--- src/rtl/nx_fifo_rd_stage.sv ---
// nx_fifo_rd_stage: two-entry head/tail buffer draining a show-ahead FIFO into a
// valid/ready consumer at one word per cycle, with flush and a saturating transfer counter.
module nx_fifo_rd_stage #(
    parameter int WIDTH      = 64,
    parameter bit DATA_RESET = 1'b1
) (
    input  logic             clk,
    input  logic             rst_n,
    input  logic             fifo_empty,
    input  logic [WIDTH-1:0] fifo_rdata,
    output logic             fifo_ren,
    output logic             fifo_clear,
    input  logic             flush,
    output logic             out_valid,
    output logic [WIDTH-1:0] out_data,
    input  logic             out_ready,
    output logic [1:0]       buf_cnt,
    input  logic             stat_clr,
    output logic [31:0]      xfer_cnt
);
    logic [1:0]       cnt_q, cnt_d;
    logic [WIDTH-1:0] head_q, head_d, tail_q, tail_d;
    logic [31:0]      xfer_q, xfer_d;
    logic             pop, xfer;

    // Pop depends only on occupancy, never on out_ready, so the FIFO side has no
    // combinational path from the consumer.
    always_comb begin
        pop    = rst_n && !fifo_empty && !flush && (cnt_q != 2'd2);
        xfer   = (cnt_q != 2'd0) && out_ready;
        cnt_d  = flush ? 2'd0 : cnt_q + {1'b0, pop} - {1'b0, xfer};
        head_d = (pop && (cnt_q == 2'd0 || xfer)) ? fifo_rdata :
                 (xfer && cnt_q == 2'd2)          ? tail_q     : head_q;
        tail_d = (pop && cnt_q == 2'd1 && !xfer)  ? fifo_rdata : tail_q;
        xfer_d = stat_clr ? 32'd0 : xfer_q + {31'd0, xfer && !(&xfer_q)};
    end

    always_ff @(posedge clk) begin
        if (!rst_n) begin
            cnt_q  <= 2'd0;
            xfer_q <= 32'd0;
        end else begin
            cnt_q  <= cnt_d;
            xfer_q <= xfer_d;
        end
    end

    always_ff @(posedge clk) begin
        if (!rst_n && DATA_RESET) begin
            head_q <= '0;
            tail_q <= '0;
        end else begin
            head_q <= head_d;
            tail_q <= tail_d;
        end
    end

    assign fifo_ren   = pop;
    assign fifo_clear = flush && rst_n;
    assign out_valid  = (cnt_q != 2'd0);
    assign out_data   = out_valid ? head_q : '0;
    assign buf_cnt    = cnt_q;
    assign xfer_cnt   = xfer_q;
endmodule
--- config.mk ---
export PLATFORM = sky130hd
export DESIGN_NAME = nx_fifo_rd_stage
export DESIGN_NICKNAME = d
export VERILOG_FILES = /design/src/rtl/nx_fifo_rd_stage.sv
export SDC_FILE = /design/constraint.sdc
export NUM_CORES = 1
export LEC_CHECK = 0
export CAP_MARGIN = 20
export CORE_MARGIN = 3
export CORE_UTILIZATION = 45
export CTS_BUF_LIST = sky130_fd_sc_hd__clkbuf_8
export DETAILED_ROUTE_END_ITERATION = 10
export GPL_ROUTABILITY_DRIVEN = 0
export PLACE_DENSITY = 0.73
export SLEW_MARGIN = 25
export SYNTH_ARGS = -nofsm -noshare
export SYNTH_HDL_FRONTEND = slang
export SYNTH_SLANG_ARGS = --single-unit
export TNS_END_PERCENT = 30
--- constraint.sdc ---
create_clock -name clk -period 7.8 [get_ports clk]
set_input_delay 1.17 -clock clk [delete_from_list [all_inputs] [get_ports clk]]
set_output_delay 1.17 -clock clk [all_outputs]
set_load 0.01 [all_outputs]
==> results_dict.tcl, run 1 <==
set metrics [dict create \
    async_flop_share 0 \
    clk_latency_ps 440 \
    min_path_type "flip-flop to flip-flop" \
    fill_cells 1385 \
    final.setup.worst_slack_ps 3640 \
    grt_start_max_net_pins 88 \
    cts_resized 0 \
    drive_gt1_frac 0.0472 \
    fin_cells 1185 \
    synth_flop_cell "dfxtp_1" \
    postSynthCellCount 834 \
    cts_buffer_depth 2 \
    io_buffers 170 \
    io_pins 171 \
    antenna_found_initial 1 \
    hold_viol_final 0 \
    finClkSkew_ps 12.5 \
    synth_edf_count 0 \
    clkTransAtPathRegs_ps 80 \
    nNetsFinal 1038 \
    synth_seq_area_share 0.452 \
    max_cap_viol_count 0 \
    max_freq_mhz 240 \
    yosysWarnings 0 \
    htree_levels 4 \
    grt_usage 0.202 \
    grt_pass1_vias 5688 \
    synth_seq_cells 162 \
    first_pass_iters 5 \
    cts_buffers 17 \
    vdd_ir_drop_max_mv 0.127 \
    drc 0 \
    viasPerCell 5.27 \
    arrival_ps 2990 \
    die_y_um 132 \
    required_ps 6630 \
    drt-wirelength-per-cell_um 15.4 \
    grt_pass1_wl_mm 29.3 \
    ant_nets 0 \
    setup_viol 0 \
    cts_sinks 162 \
    critPathMaxFanout 87 \
    slew_headroom 0.375 \
    root_buffer "clkbuf_8" \
    syn_nets 908 \
    worst_setup_path_end_kind "output port" \
    finalSetupTns_ps 0 \
    wl_mm 18.2 \
    layout_min_cycle_time_ps 4160 \
    start_kind "input port" \
    dpl.hpwl_mm 11.4 \
    fp.dieArea_um2 17500 \
    num_antenna_cells 0 \
    status "finished, final reports clean" \
    post_cts_buffers 0 \
    synth.avg_cell_area_um2 8.60 \
    worstMarginPinSlew_ps 938 \
    dpl.cell_count 1156 \
    cts_hold_buf 0 \
    p_per_area_nw_per_um2 169 \
    slew_violations 0 \
    leakage_uw 0.00304 \
    initial_utilization 0.467 \
    grt-ovfl-total 0 \
    period_share 0.533 \
    preCtsSetupSlack_ps 3620 \
    synth.cell_area_um2 7170 \
    drtIter0Drc 311 \
    placementRows 45 \
    route.vias.total 6247 \
    critPathKind "input port to output port" \
    die_x_um 132 \
    rsz0062_at_grt "no" \
    core_area_um2 15400 \
    synthToLayoutAreaGrowth_pct 29.7 \
    cts_tree "built" \
    synth.distinct_cells 41 \
]
==> cells in the final DEF (no fill, tap or decap), types with 4 or more instances in the layout <==
master	instances
a21boi_0	70
a21boi_1	58
a21oi_1	19
a22oi_1	64
and2_1	71
and3_1	4
and4_1	5
buf_4	8
clkbuf_8	20
clkdlybuf4s50_1	169
dfxtp_1	162
ha_1	4
inv_1	7
nand2_1	201
nand3_1	9
nand4_1	12
nor2_1	12
o31ai_1	14
or4_1	15
xor2_1	9
==> cell families after synthesis <==
group / after synthesis / share of synthesized area
simple gates: 351 / 0.243
compound gates: 235 / 0.239
flops: 162 / 0.452
buf+inv: 70 / 0.0436
xor+xnor: 12 / 0.0147
fa+ha+maj: 4 / 0.00698
==> through the flow <==
stage | area [um2] | hold slack [ps] | utilization | total power [uW]
final | 9300 | 448 | 0.605 | 1580
after global routing | 9300 | 463 | 0.605 | 1640
after CTS | 9300 | 451 | 0.605 | 1590
after detailed placement | 8900 | 440 | 0.579 | 974
after global placement | 8900 | 438 | 0.579 | 973
after floorplan | 7170 | 430 | - | 914
==> path summary, 6_finish.rpt <==
path | end | cells after the start | start | slack [ps]
min | head_q[10] | 2 | head_q[10] | 450
max reg2reg | xfer_cnt[25] | 8 | buf_cnt[1] | 4400
min reg2reg | head_q[10] | 2 | head_q[10] | 450
max | fifo_clear | 4 | rst_n | 3640
==> state kept, by name, indices dropped and copies added, names as in the netlist <==
signal / cells
buf_cnt: 2
head_q: 64
tail_q: 64
xfer_cnt: 32
==> final cells by class <==
| cell class | count | area, um2 | share of cell area |
|---|---|---|---|
| Clock inverter | 9 | 116 | 0.0125 |
| Multi-Input combinational cell | 602 | 3630 | 0.391 |
| Timing Repair Buffer | 177 | 1750 | 0.188 |
| Tap cell | 211 | 264 | 0.0284 |
| Inverter | 4 | 15.0 | 0.00161 |
| Sequential cell | 162 | 3240 | 0.349 |
| Clock buffer | 20 | 275 | 0.0296 |
==> Yosys cell counts (all sizes together) (2+ instances only) <==
cell / n / area share
o41ai: 2 / 0.0024
xor2: 9 / 0.011
clkbuf: 36 / 0.019
and4: 7 / 0.0092
and3: 5 / 0.0044
o21a: 3 / 0.0031
a21oi: 19 / 0.013
or4b: 2 / 0.0028
inv: 4 / 0.0021
ha: 4 / 0.0070
nand2: 201 / 0.11
xnor2: 3 / 0.0037
o31ai: 14 / 0.015
buf: 30 / 0.023
and2: 72 / 0.063
a21boi: 128 / 0.13
or4: 16 / 0.017
nand4: 13 / 0.013
nand2b: 4 / 0.0035
nor2: 12 / 0.0063
dfxtp: 162 / 0.45
a22oi: 64 / 0.067
o21ai: 3 / 0.0021
nand3: 10 / 0.0077
or3: 3 / 0.0026
==> per-layer routing <==
layer / vias up / part of all wire / global-route usage
li1: 3145 / - / -
met1: 2923 / 0.47 / 0.266
met2: 159 / 0.47 / 0.330
met3: 18 / 0.050 / 0.0477
met4: 2 / 0.013 / 0.0624
met5: - / 0.00044 / 0
==> where the power goes <==
group          leakage [uW]  switching, uW  internal (uW)  total, uW
Clock              0.000214            289            332        621
Combinational       0.00152           50.9           58.3        109
Sequential          0.00131           5.73            839        844
==> critical path, stage by stage <==
cell and delay [ps]:
buf_4 350, buf_4 660, and2_1 220, clkdlybuf4s50_1 530
Power figures use the tool's default switching activity.
==> run 2, diff against run 1 <==
PLACE_DENSITY = 0.76   (was 0.73)
clock period = 3.4 ns   (was 7.8 ns; I/O delays follow)
==> run 2 against run 1 <==
Against the previous run:
- largest power group unchanged
- total power grew 130%
- first-iteration DRC count up 53%
- flip-flop and latch count is the same
- die area unchanged
- critical path depth did not move
- global-route usage grew 0.78 points
- cell area grew 0.85%
- cell count up 1.1%
- clock skew is 3.6 ps higher
- clock-buffer cell count down 3
==> results_dict.tcl, run 2 (same netlist as run 1, synthesis figures left out) <==
set metrics [dict create \
    status "finished, final reports clean" \
    start_kind "flip-flop" \
    reg2reg_from "xfer_cnt[18]" \
    drive_gt1_frac 0.0608 \
    grt_usage 0.210 \
    io_buffers 170 \
    p_sw_frac 0.235 \
    core_area_um2 15400 \
    cts_hold_buf 0 \
    arrival_ps 2490 \
    drtIter0Drc 475 \
    min_path_type "flip-flop to flip-flop" \
    hold_viol_final 0 \
    period_share 0.881 \
    endpoint "out_data[26]" \
    route.vias.total 6350 \
    critPathMaxFanout 65 \
    leakage_uw 0.00308 \
    antenna_found_initial 0 \
    max_cap_viol_count 0 \
    grt_pass1_wl_mm 30.2 \
    setup_viol 0 \
    rrSetupSlack_ps 450 \
    p_per_area_nw_per_um2 387 \
    most-common-layout-cells "nand2_1 (201), clkdlybuf4s50_1 (169), dfxtp_1 (162)" \
    viasPerCell 5.30 \
    layout_min_cycle_time_ps 3000 \
    num_antenna_cells 0 \
    first_pass_iters 7 \
    grt_pass1_vias 5895 \
    clk_latency_ps 450 \
    rsz0062_at_grt "no" \
    cp-startpoint "buf_cnt[1]" \
    fill_cells 1343 \
    cts_sinks 162 \
    worst_setup_path_end_kind "output port" \
    dpl.hpwl_mm 12.0 \
    reg2regPathDepth 9 \
    post_cts_buffers 0 \
    fp.dieArea_um2 17500 \
    placementRows 45 \
    grt_start_max_net_pins 79 \
    root_buffer "clkbuf_8" \
    cts_buffer_depth 2 \
    r2r_end "xfer_cnt[13]" \
    p_int_uw 2780 \
    cts_resized 0 \
    synthToLayoutAreaGrowth_pct 30.8 \
    critPathKind "flip-flop to output port" \
    power_frac_clock 0.396 \
    die_y_um 132 \
    die_x_um 132 \
    crit_chain "or2_2 > buf_4 > and2_1 > clkdlybuf4s50_1" \
    fin_cells 1198 \
    slew_violations 0 \
    wl_mm 18.7 \
    ant_nets 0 \
    critPathMaxStageDelay_ps 560 \
    final_common_cell "nand2_1" \
    nNetsFinal 1048 \
    p_comb_frac 0.071 \
    drc 0 \
    vdd_ir_drop_max_mv 0.376 \
    cp.depth 4 \
    worstMarginPinSlew_ps 670 \
    drt-wirelength-per-cell_um 15.6 \
    path_delay_family "buffers and inverters" \
    finalSetupTns_ps 0 \
    clkTransAtPathRegs_ps 90 \
    initial_utilization 0.467 \
    io_pins 171 \
    cts_tree "built" \
    fin_util 0.610 \
    slowest_stage "clkdlybuf4s50_1" \
    dpl.cell_count 1166 \
    slew_headroom 0.553 \
    finClkSkew_ps 16.2 \
    p_seq_frac 0.533 \
    path_buf_inv 2 \
    htree_levels 4 \
    grt-ovfl-total 0 \
    max_freq_mhz 334 \
    switching_power_uw 852 \
    required_ps 2890 \
    cts_buffers 17 \
]
## run 2: metrics by stage
| step | total power [uW] | instance area [um2] | worst slack [ps] | hold slack, ps |
|---|---|---|---|---|
| after floorplan | 2100 | 7170 | 678 | 430 |
| after global placement | 2240 | 8980 | 347 | 437 |
| after detailed placement | 2240 | 8980 | 265 | 440 |
| after CTS | 3670 | 9380 | 364 | 435 |
| after global routing | 3770 | 9380 | 141 | 469 |
| final | 3630 | 9380 | 405 | 447 |
## run 2: routing by layer
metal | global-route usage | routed length [um] | up-vias
li1 | - | - | 3165
met3 | 0.0641 | 1300 | 17
met5 | 0 | 0 | -
met2 | 0.344 | 8890 | 186
met4 | 0.0624 | 302 | 0
met1 | 0.267 | 8230 | 2982
## run 2: how the worst min path moves through the flow
stage,start,endpoint,slack [ps],cells after the start
2_1_floorplan,head_q[0],head_q[0],430,2
6_report,head_q[7],head_q[7],450,2
3_3_place_gp,head_q[10],head_q[10],440,2
4_1_cts,rst_n,buf_cnt[0],440,3
3_5_place_dp,head_q[10],head_q[10],440,2
5_1_grt,rst_n,buf_cnt[0],470,3
## run 2: worst reg2reg max path, cell delays in order, from the launching register on
cell	delay (ps)
dfxtp_1	440
and4_1	250
nand4_1	220
or4_1	460
o21a_1	190
ha_1	210
and2_0	250
nand3_1	490
o21ai_0	200
a21oi_1	160
## run 2: final cells by class
type / instances / area, um2 / share of cell area
clock buffer: 17 / 234 / 0.0250
tap: 211 / 264 / 0.0282
sequential: 162 / 3240 / 0.346
timing repair buffer: 187 / 1830 / 0.195
inverter: 4 / 15.0 / 0.00160
clock inverter: 15 / 166 / 0.0177
multi-input combinational: 602 / 3630 / 0.387
## run 2: power by group through the flow
| stage | registers (uW) | logic [uW] | clock network (uW) |
|---|---|---|---|
| final | 1940 | 257 | 1440 |
| after global placement | 1980 | 254 | 0 |
| after floorplan | 1980 | 117 | 0 |
| after detailed placement | 1980 | 257 | 0 |
| after global routing | 1940 | 279 | 1550 |
| after CTS | 1940 | 258 | 1470 |
==> run 3, diff against run 2 <==
CTS_CLUSTER_SIZE = 10   (was not set)
==> results of run 3 <==
Final layout, timing and power as in run 2 (identical DEF).
